### src/rtl/reg_read_stage.sv
// rtl/reg_read_stage.sv - CPU15 register-read stage: register file, two read ports, one valid/ready output register
//
// Purpose
//   Holds the general-purpose register file and serves two read ports per
//   decoded instruction. Both captured indices and operands sit in a single
//   output register with a valid/ready handshake, so decode and execute can
//   stall independently. The write-back port from the last stage updates
//   the file.
//
// Compile-time option
//   REG_READ_BYPASS_EN  defined   : write-first capture of a same-cycle
//                                   write-back, plus refresh of held operands
//                                   while the output is stalled.
//                       undefined : read-before-write capture; held operands
//                                   never change during a stall.
//
// Parameters
//   DATA_W    register width in bits
//   ADDR_W    register index width; file depth NREG = 2**ADDR_W
//   ZERO_REG  when 1, register 0 always reads 0, ignores writes, never bypasses
//
// Ports
//   CLK_DC       in   stage clock, rising edge
//   RESET        in   synchronous, active-high reset
//   IN_VALID     in   decode presents a read request
//   IN_READY     out  stage accepts a request this cycle
//   N_REG_A_IN   in   read port A index
//   N_REG_B_IN   in   read port B index
//   WE           in   write-back enable
//   N_REG_W      in   write-back index
//   REG_W        in   write-back data
//   OUT_VALID    out  output register holds a valid operand pair
//   OUT_READY    in   execute consumes the output this cycle
//   N_REG_A_OUT  out  captured index A
//   N_REG_B_OUT  out  captured index B
//   REG_A_OUT    out  operand A
//   REG_B_OUT    out  operand B

module reg_read_stage #(
  parameter int DATA_W   = 16,
  parameter int ADDR_W   = 3,
  parameter bit ZERO_REG = 1'b0
) (
  input  logic              CLK_DC,
  input  logic              RESET,
  input  logic              IN_VALID,
  output logic              IN_READY,
  input  logic [ADDR_W-1:0] N_REG_A_IN,
  input  logic [ADDR_W-1:0] N_REG_B_IN,
  input  logic              WE,
  input  logic [ADDR_W-1:0] N_REG_W,
  input  logic [DATA_W-1:0] REG_W,
  output logic              OUT_VALID,
  input  logic              OUT_READY,
  output logic [ADDR_W-1:0] N_REG_A_OUT,
  output logic [ADDR_W-1:0] N_REG_B_OUT,
  output logic [DATA_W-1:0] REG_A_OUT,
  output logic [DATA_W-1:0] REG_B_OUT
);

  localparam int NREG = 2 ** ADDR_W;

  logic [DATA_W-1:0] reg_file [NREG];

  logic              accept;
  logic              write_ok;
  logic [DATA_W-1:0] read_a;
  logic [DATA_W-1:0] read_b;

  // True for the hard-wired zero register when that option is enabled.
  function automatic logic is_zero_reg(input logic [ADDR_W-1:0] idx);
    return ZERO_REG && (idx == '0);
  endfunction

  // Ready depends only on the output register state and reset, never on
  // IN_VALID, so decode cannot form a combinational loop through us.
  assign IN_READY = !RESET && (!OUT_VALID || OUT_READY);
  assign accept   = IN_VALID && IN_READY;
  assign write_ok = WE && !is_zero_reg(N_REG_W);

  // Operand selection for the capture on this edge.
  always_comb begin
    read_a = reg_file[N_REG_A_IN];
    read_b = reg_file[N_REG_B_IN];
`ifdef REG_READ_BYPASS_EN
    // Write-first: a write-back landing on the same edge wins over the
    // stale file contents.
    if (write_ok && (N_REG_W == N_REG_A_IN)) begin
      read_a = REG_W;
    end
    if (write_ok && (N_REG_W == N_REG_B_IN)) begin
      read_b = REG_W;
    end
`endif
    if (is_zero_reg(N_REG_A_IN)) begin
      read_a = '0;
    end
    if (is_zero_reg(N_REG_B_IN)) begin
      read_b = '0;
    end
  end

  // Register file. Reset clears every entry and overrides a pending write.
  always_ff @(posedge CLK_DC) begin
    if (RESET) begin
      for (int i = 0; i < NREG; i++) begin
        reg_file[i] <= '0;
      end
    end else if (write_ok) begin
      reg_file[N_REG_W] <= REG_W;
    end
  end

  // Output pipeline register.
  always_ff @(posedge CLK_DC) begin
    if (RESET) begin
      OUT_VALID   <= 1'b0;
      N_REG_A_OUT <= '0;
      N_REG_B_OUT <= '0;
      REG_A_OUT   <= '0;
      REG_B_OUT   <= '0;
    end else if (accept) begin
      // Covers both fill-from-empty and replace-while-draining.
      OUT_VALID   <= 1'b1;
      N_REG_A_OUT <= N_REG_A_IN;
      N_REG_B_OUT <= N_REG_B_IN;
      REG_A_OUT   <= read_a;
      REG_B_OUT   <= read_b;
    end else if (OUT_VALID && OUT_READY) begin
      // Drain only; data is left as-is for observability.
      OUT_VALID <= 1'b0;
    end else begin
`ifdef REG_READ_BYPASS_EN
      // Stalled: keep held operands coherent with the file so execute
      // never consumes a value that has already been overwritten.
      if (OUT_VALID && write_ok && (N_REG_W == N_REG_A_OUT)) begin
        REG_A_OUT <= REG_W;
      end
      if (OUT_VALID && write_ok && (N_REG_W == N_REG_B_OUT)) begin
        REG_B_OUT <= REG_W;
      end
`endif
    end
  end

endmodule

### config.mk
export PLATFORM = sky130hd
export DESIGN_NAME = reg_read_stage
export DESIGN_NICKNAME = d
export VERILOG_FILES = /design/src/rtl/reg_read_stage.sv
export SDC_FILE = /design/constraint.sdc
export NUM_CORES = 1
export LEC_CHECK = 0
export CAP_MARGIN = 15
export CORE_MARGIN = 2
export CORE_UTILIZATION = 35
export CTS_CLUSTER_DIAMETER = 40
export DETAILED_ROUTE_END_ITERATION = 8
export DONT_BUFFER_PORTS = 1
export HOLD_SLACK_MARGIN = 0.02
export RECOVER_POWER = 50
export SETUP_SLACK_MARGIN = 0.02
export SYNTH_ARGS = -nofsm -noshare
export SYNTH_HDL_FRONTEND = slang
export SYNTH_SLANG_ARGS = --single-unit
### constraint.sdc
create_clock -name CLK_DC -period 2.1 [get_ports CLK_DC]
set_input_delay 0.21 -clock CLK_DC [delete_from_list [all_inputs] [get_ports CLK_DC]]
set_output_delay 0.21 -clock CLK_DC [all_outputs]
set_load 0.02 [all_outputs]
; ---- Yosys cells after proc, flatten, opt, wreduce, memory -nomap -nowiden
; Memories as Yosys holds them, arrays and structs flattened. A register that Yosys moved wholly into a read port is not among the register bits.
; Index checks and enable logic that the tools add are counted.
[word_totals]
in_bits = 30
register_bits = 7
out_inout_bits = 40
ram_bits = 128
mem_count = 1
[classes]
reduce_logical = 8
muxes = 10
[mem_list]
columns = name, words, word_bits, rd, rd_clocked_by_memory_dff, write_ports, line_no
row1 = reg_file, 8, 16, 2, 2, 8, 63  ; logic [DATA_W-1:0] reg_file [NREG];
[op_table]
columns = cell, n
row1 = $mux 16, 1
row2 = $reduce_or 16->1, 1
row3 = $mux 1, 8
row4 = $logic_and 1x1->1, 3
row5 = $mux 3, 1
row6 = $logic_not 1->1, 2
row7 = $reduce_bool 2->1, 1
row8 = $logic_or 1x1->1, 1

; ---- Logic depth before layout (Yosys ltp)
[depth]
depth_word = 5
ltp_mapped = 6

; ---- Worst setup path after synthesis
; No wires, ideal clock.
[synth_path]
kind = in2reg
startpoint = input port RESET
endpoint = memory reg_file[2][0], enable pin
slack_ns = 0.024
t_arrival_ns = 1.665
path_stages = 3
path_buffers = 0
required_ns = 1.689
cell_sequence = inv_2 -> nand3b_4 -> o21ai_0
[synth_lines]
columns = element, line_no
row1 = start: declaration, 45  ; input logic RESET,
row2 = end: declaration, 63

==> results.txt <==
Initial Util -> 0.354
Port-buffer cells -> 0
Least-Margin Pin Slew -> 1130 ps
Clk pwr share -> 0.406
Arrival time at the worst endpoint -> 1920 ps
Maximum clock rate -> 535 MHz
Final core occ -> 0.396
Num CTS Buffers -> 17
GRT overflow -> 0
Worst path required time -> 2150 ps
Status -> complete, no violations
Final WL -> 24200 µm
Leakage -> 3.56 nW
Worst R2R Setup Slack -> 280 ps
Hpwl dp -> 15500 µm
Final ANT Viol Nets -> 0
Layout fillers -> 2300
Syn avg cell area -> 12.4 µm²
Post-route clock period utilization -> 0.890
Core footprint -> 0.0241 mm²
Worst setup EP type -> flop
Routed WL per cell -> 23.0 µm
Number of detailed-route iterations in the first pass -> 6
Multi-input gate area -> 0.00345 mm²
Startpoint type of the worst setup path -> primary input
Seq pwr share -> 0.499
Max VDD drop -> 559 µV
GR Util met3 -> 0.0535
GRT Total Usage -> 0.190
TritonCTS Sinks -> 167
DR iter-0 viols -> 641
Critical path class -> primary input to flop
Switching Fraction -> 0.236
IO Pins -> 70
RSZ-0062 raised after global routing -> no
NetSw -> 1.89 mW
CTS Root Cell -> clkbuf_16
Seq. cell area -> 0.00462 mm²
Final Slew Violations -> 0
Most Used Layer, Global Route -> met2
Critical path, cell by cell -> inv_1 > nand3_1 > o21ai_0 > clkbuf_1
CP max FO -> 14
Post-route setup TNS -> 0 ps
Largest net degree at the start of global routing -> 66
Post-Syn Area -> 0.00852 mm²
Area growth syn-to-layout -> 11.9%
Worst skew pair latency -> 430 ps
Longest Clk Path Bufs -> 2
Die height -> 160 µm
Layout Nets -> 743
Synth cell types -> 29
DRC -> 0
Post-CTS setup repair buffer count -> 0
Global Route met1 Usage -> 0.230
Share of cells above drive strength 1 -> 0.116
First-pass GRT wire length -> 36300 µm
Syn Nets -> 715
Post-synthesis cell count -> 685
Final setup viols -> 0
Minimum clock period -> 1870 ps
Met2 Use GR -> 0.322
Post-synth top area cell -> edfxtp_1
Gpl congestion -> 0.804
Combinational share of power -> 0.096
Vias/cell -> 5.33
Final count of hold timing violations -> 0
Commonest non-fill, non-tap cells in the layout -> 128 x mux2i_1, 128 x edfxtp_1, 80 x and2_1, 64 x a22oi_1, 51 x and2_0
Synth warn -> 0
Post-CTS Resized -> 0
Internal -> 6.11 mW
Via count -> 5604
Final clock skew -> 8.22 ps
Post-synthesis sequential element count -> 167
Top-area cell type share of the netlist area -> 0.451
PwrDens -> 839 mW/mm²
Vias in the first global route -> 5806
Sequential area share after synthesis -> 0.543
Die Wd -> 160 µm
Worst hold slack -> 115 ps
Row cnt -> 57
Max_slew headroom -> 0.245
H-tree depth -> 4
Slowest stage cell, crit path -> clkbuf_1
Dominant cells by area after synthesis -> edfxtp_1 45%, mux2i_1 15%, and2_1 9.6%, dfxtp_1 9.2%, a22oi_1 5.6%
Overall die area -> 0.0256 mm²
Antenna violations before repair -> 2
CP peak stage delay -> 670 ps
Clk slew on worst S/H paths -> 60 ps
CTS tree -> built
Worst Hold Class -> primary input to flop
Max-cap check violation count -> 0
[layout make-up]
cell class | instances | share of cell area
multi-input cells | 467 | 0.361
flip-flops and latches | 167 | 0.485
well taps | 324 | 0.0425
diodes | 2 | 0.000525
repair buffers | 59 | 0.0468
inverters | 1 | 0.000393
clock inverters | 9 | 0.0157
clock buffers | 23 | 0.0480
[worst max-delay path, delay by kind of cell]
kind / cells / cell delay (ps)
AOI/OAI and AO/OA: 1 / 300
and+or+nand+nor: 1 / 370
buffers and inverters: 2 / 1030
[final timing paths]
| check | end | cells after the start | startpoint |
|---|---|---|---|
| hold reg to reg | N_REG_A_OUT[2] | 2 | N_REG_A_OUT[2] |
| setup / recovery | reg_file[5][9] | 4 | RESET |
| hold / removal | N_REG_B_OUT[2] | 2 | RESET |
| setup reg to reg | REG_A_OUT[11] | 4 | OUT_VALID |
[cell usage after synthesis]
library cell,instances
buf_8,4
mux2i_1,128
dfxtp_1,39
and3_1,5
a21o_1,4
nor2_1,35
nand2b_2,1
nor2b_1,5
nor2_2,8
nand3_4,1
a22oi_1,64
buf_12,4
nand2b_1,2
nand2_1,4
nand3b_4,1
clkbuf_1,3
edfxtp_1,128
buf_6,4
inv_2,1
and2_1,131
buf_2,28
buf_4,7
nor3_4,2
nand3_1,1
a21oi_1,34
nor3_2,32
nand2_2,1
o21ai_0,6
or2_1,2
[power groups by stage]
stage               Combinational, mW  Clock [mW]  Sequential [mW]
floorplan                       0.594           0             4.02
global placement                0.666           0             4.04
detailed placement              0.683           0             4.06
CTS                             0.775        3.29             3.99
global route                    0.821        3.42             4.01
finish                          0.765        3.25             3.99
[what timing repair did]
| item | CTS | global route |
|---|---|---|
| hold buffers | 25 | 0 |
| endpoints found under the hold margin | 167 | 0 |
| setup endpoints to repair | 0 | 0 |
[flip-flops by register name (all words and copies together) (netlist names)]
name	count
REG_A_OUT	16
OUT_VALID	1
reg_file	128
N_REG_B_OUT	3
N_REG_A_OUT	3
REG_B_OUT	16
[layer usage]
metal	vias to the layer above	share of wire
li1	2566	-
met1	2738	0.40
met2	260	0.48
met3	40	0.085
met4	0	0.028
met5	-	0
[logic make-up (layout without fill, tap and decap cells)]
kind of cell	Yosys count	in the layout	share of synthesized area
compound gates	108	108	0.0834
buf+inv	51	92	0.0461
flops	167	167	0.543
mux	128	128	0.150
other cells	0	2	0
simple gates	231	231	0.178
[stage by stage]
stage	cells	area (µm²)	worst slack [ps]	power, mW
floorplan	685	8520	23.8	4.61
global placement	993	8790	408	4.71
detailed placement	993	8790	281	4.74
CTS	1050	9660	274	8.05
global route	1050	9540	92.2	8.25
finish	1052	9540	231	8.00
No activity file was read; power rests on OpenSTA's default activity.
